### config.mk
export PLATFORM = sky130hd
export DESIGN_NAME = op_dispatch_q
export DESIGN_NICKNAME = d
export VERILOG_FILES = /design/src/rtl/op_dispatch_q.sv
export SDC_FILE = /design/constraint.sdc
export NUM_CORES = 1
export LEC_CHECK = 0
export CORE_ASPECT_RATIO = 1.75
export CORE_MARGIN = 1.5
export CORE_UTILIZATION = 45
export DETAILED_ROUTE_END_ITERATION = 10
export PLACE_DENSITY_LB_ADDON = 0.15
export SLEW_MARGIN = 20
export SYNTH_ARGS = -nofsm -noshare
export SYNTH_HDL_FRONTEND = slang
export SYNTH_SLANG_ARGS = --single-unit
### constraint.sdc
create_clock -name clk -period 5 [get_ports clk]
set_input_delay 1.25 -clock clk [delete_from_list [all_inputs] [get_ports clk]]
set_output_delay 1.25 -clock clk [all_outputs]
set_load 0.02 [all_outputs]
### src/rtl/op_dispatch_q.sv
// op_dispatch_q: in-order operand/opcode queue issuing each op to one execution unit with a start pulse
// Ports: clk, rst (sync, active-high); op_strobe/op1/op2/op_sel push an op; unit_busy and
// out_fifo_hold gate issue; op1_out/op2_out/opcode_out hold the last issued op; unit_start pulses
// one-hot per issue; cpu_hold flags a full queue; q_count is occupancy; op_err pulses on a dropped push.
// Define OP_DISPATCH_ERRCNT_EN to add err_count[15:0], a saturating count of op_err pulses.
module op_dispatch_q #(
  parameter int DATA_W = 32,
  parameter int NUM_UNITS = 3,
  parameter int DEPTH = 4
) (
  input  logic                       clk,
  input  logic                       rst,
  input  logic                       op_strobe,
  input  logic [DATA_W-1:0]          op1,
  input  logic [DATA_W-1:0]          op2,
  input  logic [NUM_UNITS-1:0]       op_sel,
  input  logic [NUM_UNITS-1:0]       unit_busy,
  input  logic                       out_fifo_hold,
  output logic [DATA_W-1:0]          op1_out,
  output logic [DATA_W-1:0]          op2_out,
  output logic [NUM_UNITS-1:0]       opcode_out,
  output logic [NUM_UNITS-1:0]       unit_start,
  output logic                       cpu_hold,
  output logic [$clog2(DEPTH+1)-1:0] q_count,
  output logic                       op_err
`ifdef OP_DISPATCH_ERRCNT_EN
  ,
  output logic [15:0]                err_count
`endif
);
  localparam int AW = $clog2(DEPTH);
  localparam int CW = $clog2(DEPTH+1);
  typedef enum logic [1:0] {IDLE, ISSUE, WAIT, GUARD} state_t;
  state_t state, state_nxt;
  logic [DATA_W-1:0] mem1 [DEPTH];
  logic [DATA_W-1:0] mem2 [DEPTH];
  logic [NUM_UNITS-1:0] mems [DEPTH];
  logic [AW-1:0] rd, wr;
  logic push, issue, elig;
  logic [CW-1:0] count_nxt;
  assign cpu_hold = q_count == CW'(DEPTH);
  // a full queue drops the push even if the head pops on the same edge
  assign push = op_strobe && !cpu_hold && op_sel != '0 && (op_sel & (op_sel - NUM_UNITS'(1))) == '0;
  assign elig = !out_fifo_hold && (mems[rd] & unit_busy) == '0;
  assign count_nxt = q_count + CW'(push) - CW'(issue);
  always_comb begin
    state_nxt = state;
    issue = 1'b0;
    case (state)
      IDLE:  state_nxt = push ? ISSUE : IDLE;
      ISSUE: begin
        issue = elig;
        state_nxt = elig ? GUARD : WAIT;
      end
      WAIT:  state_nxt = elig ? ISSUE : WAIT;
      GUARD: state_nxt = count_nxt != '0 ? ISSUE : IDLE;
    endcase
  end
  always_ff @(posedge clk)
    if (push) begin
      mem1[wr] <= op1;
      mem2[wr] <= op2;
      mems[wr] <= op_sel;
    end
  always_ff @(posedge clk) begin
    if (rst) begin
      state <= IDLE;
      rd <= '0;
      wr <= '0;
      q_count <= '0;
      unit_start <= '0;
      op1_out <= '0;
      op2_out <= '0;
      opcode_out <= '0;
      op_err <= 1'b0;
    end else begin
      state <= state_nxt;
      q_count <= count_nxt;
      op_err <= op_strobe && !push;
      unit_start <= issue ? mems[rd] : '0;
      if (push) wr <= wr + AW'(1);
      if (issue) begin
        rd <= rd + AW'(1);
        op1_out <= mem1[rd];
        op2_out <= mem2[rd];
        opcode_out <= mems[rd];
      end
    end
  end
`ifdef OP_DISPATCH_ERRCNT_EN
  always_ff @(posedge clk)
    if (rst) err_count <= '0;
    else if (op_err && err_count != 16'hFFFF) err_count <= err_count + 16'd1;
`endif
endmodule
==> summary.txt <==
GRT
  – Largest net degree at the start of global routing: 81
  – First-pass GRT wire length: 41400 µm
  – GRT Resource Usage Total: 19.0%
  – Vias in the first global route: 7431
  – GRT overflow: 0
  – Antenna violations before repair: 0

Clocking
  – CTS-repair resized insts: 0
  – H-tree levels: 1
  – Clk slew on worst S/H paths: 0.07 ns
  – Worst-Skew Late Latency: 0.56 ns
  – Num CTS Buffers: 30
  – Post-CTS setup buffers: 0
  – Clk buf depth: 3
  – TritonCTS clock tree: yes
  – Clock sink count: 350
  – Root Buffer: clkbuf_16
  – # hold bufs at CTS: 0

Yosys
  – Ys async rst share: 0%
  – Cell count after synthesis: 734
  – Sequential share of the synthesized area: 75.2%
  – Area leader, netlist: edfxtp_1
  – Post-synth cell types: 32
  – Flops & latches, synth: 350
  – Synthesized Nets: 815
  – Predominant post-synthesis flop cell: edfxtp_1
  – Post-synth EDFFs: 268
  – Post-synth top area share: 62.5%
  – Avg Synthesized Cell Area: 17.5 µm²
  – Yosys Warn Count: 0
  – Post-synthesis instance area: 12900 µm²
  – Synth top area cells: edfxtp_1 62%, dfxtp_1 13%, mux4_2 12%, a21oi_1 2.7%, o21ai_0 2.6%

Worst setup path
  – CP peak stage delay: 0.62 ns
  – Largest fanout on the critical path: 68
  – Critical Setup Path Class: primary input to flip-flop
  – Worst setup EP type: flip-flop
  – CP Launch Type: primary input
  – WP data required: 5.40 ns
  – R2R setup slack: 1.56 ns
  – CP max stage cell: a22o_4
  – CP cell instances: clkdlybuf4s50_1, a22o_4, nor2_1, ha_1, inv_1, ha_1, fa_1, xnor2_1, xnor2_1, a21o_1, a31oi_1
  – CP Data Arrival Time: 4.11 ns
  – Worst Reg-to-Reg Cells: 11
  – Critical R2R Capture: state[0]

Power
  – Leakage: 4.86 nW
  – Pwr dens: 378 nW/µm²
  – Worst vdd ir: 239 µV
  – Proportion of power drawn by the clock network: 39.9%
  – Internal: 0.00472 W
  – Combinational Power Share: 5.8%
  – Net Sw Power: 0.00125 W
  – Flop pwr share: 54.3%
  – Sw Ratio: 20.9%

Routing
  – Final wirelength: 27300 µm
  – Post-route ant nets: 0
  – DR vias/cell: 5.53
  – DR pass1 iterations: 4
  – DRT iter0 DRCs: 451
  – Wirelength per Cell: 21.5 µm
  – DRC errors left: 0
  – Routed via count: 7016

Die
  – Die W: 131 µm
  – Initial cell density of the core: 45.9%
  – DIE AREA: 29700 µm²
  – Core area: 28100 µm²
  – Io pins: 149
  – FP Rows: 81
  – Die Y-Extent: 227 µm

Finish
  – Non-Filler Instances: 1269
  – Fin nets: 952
  – Final Cell Area: 15800 µm²
  – Area Growth Syn to Fin: 22.5%
  – Fin util: 56.2%
  – Share of cells above drive strength 1: 15.6%
  – Footprint of the multi-input gates: 2950 µm²
  – Fill cells: 2259
  – Reg area: 9700 µm²

Min path
  – Worst Hold Depth: 2
  – Hold_sp: op2_out[16]
  – Hold Path Sink: op2_out[16]
  – Hold Path Class: flip-flop to flip-flop

Placed design
  – Post-DP HPWL: 15700 µm
  – RePlAce Congestion: 0.797
  – Port bufs: 148
  – Placed inst area: 14700 µm²
  – Worst slack, placed: 0.687 ns
  – # placed instances: 1210

Timing
  – Fin crit period: 3.71 ns
  – Least-Margin Pin Slew: 1.08 ns
  – Clock Skew: 0.0118 ns
  – Fmax: 269 MHz
  – PnR worst setup slack: 1.29 ns
  – RSZ-0062 raised after global routing: false
  – Rel. slew slack: 28.0%
  – Slew Viols, Final: 0
  – Setup-failing EPs final: 0
  – Fin crit share: 74.3%
  – Setup TNS: 0 ns
  – Final hold vios: 0

Outcome
  – Outcome: complete, no violations

Job
  – Max-cap viol count: 0
## layout make-up
| class | instances | area share (%) |
|---|---|---|
| sequential | 350 | 61.5 |
| multi-input combinational | 322 | 18.7 |
| timing repair buffer | 158 | 10.2 |
| clock buffer | 36 | 5.10 |
| tap | 373 | 2.96 |
| clock inverter | 20 | 1.36 |
| inverter | 9 | 0.214 |
| antenna | 1 | 0.0159 |
## cells by family (layout without fill, tap and decap cells)
| group | after synthesis | in the layout | synth area share (%) |
|---|---|---|---|
| other | 0 | 1 | 0 |
| XOR/XNOR | 4 | 4 | 0.272 |
| adder cells (fa/ha/maj) | 7 | 7 | 0.738 |
| multiplexers | 68 | 68 | 11.8 |
| AO/OA/AOI/OAI | 146 | 146 | 5.98 |
| buffers and inverters | 62 | 223 | 2.04 |
| AND/OR/NAND/NOR | 97 | 97 | 3.93 |
| flip-flops | 350 | 350 | 75.2 |
## metal layers
layer	GRT usage, %	share of wire, %	vias to the layer above
met2	36.1	56	192
met4	7.34	3.0	0
li1	-	-	3172
met3	2.12	4.0	42
met1	21.3	37	3610
met5	0	0	-
## state kept, by name, summed over array words and instances (netlist names), named ones only
| name | flops |
|---|---|
| unit_start | 3 |
| wr | 2 |
| q_count | 3 |
| op1_out | 32 |
| state | 2 |
| op2_out | 32 |
| rd | 2 |
| op_err | 1 |
| opcode_out | 3 |
| mems | 12 |
| mem2 | 128 |
| mem1 | 128 |
## cell usage after synthesis, drive strengths merged, types with 4 or more instances
library cell and instances:
ha 6, nand3 66, o21ai 67, buf 18, a21oi 70, inv 9, edfxtp 268, and2 4
nand2 6, nor2 7, clkbuf 35, mux4 67, dfxtp 82
## metrics by stage
stage,power (W),hold WS [ns]
after floorplan,0.00348,0.469
after global placement,0.00363,0.461
after detailed placement,0.00365,0.469
after CTS,0.00602,0.478
after global routing,0.00615,0.500
final,0.00597,0.476
## how the worst max path moves through the flow
stage | startpoint | to
3_5_place_dp | unit_busy[1] | state[0]
2_1_floorplan | op_strobe | mem1[0][0]
6_report | unit_busy[1] | state[0]
4_1_cts | unit_busy[1] | state[0]
3_3_place_gp | unit_busy[1] | state[0]
5_1_grt | unit_busy[1] | state[0]
## power by group through the flow
stage | Combinational [W] | Sequential [W] | Clock, W
after global routing | 0.000378 | 0.00324 | 0.00253
after CTS | 0.000349 | 0.00324 | 0.00244
final | 0.000349 | 0.00324 | 0.00238
after detailed placement | 0.000347 | 0.00330 | 0
after global placement | 0.000337 | 0.00330 | 0
after floorplan | 0.000171 | 0.00331 | 0
## critical path, delay by kind of cell
kind	cells	cell delay, ns
AND/OR/NAND/NOR	1	0.19
buffers and inverters	2	0.56
XOR/XNOR	2	0.36
adder cells (fa/ha/maj)	3	0.92
AO/OA/AOI/OAI	3	0.83
## layout by cell type, fill, tap and decap left out, types with 4 or more instances in the layout
master | netlist | final
a21oi_1 | 70 | 69
and2_4 | 0 | 4
buf_4 | 2 | 7
bufinv_16 | 0 | 4
clkbuf_1 | 35 | 4
clkbuf_16 | 0 | 31
clkdlybuf4s50_1 | 0 | 147
clkinv_2 | 0 | 6
clkinvlp_4 | 0 | 6
dfxtp_1 | 82 | 80
edfxtp_1 | 268 | 268
ha_1 | 6 | 6
inv_1 | 9 | 9
mux4_2 | 67 | 67
nand2_1 | 6 | 6
nand3_1 | 66 | 66
nor2_1 | 7 | 7
o21ai_0 | 67 | 67
Note: power is estimated with default switching activity, not from simulation.
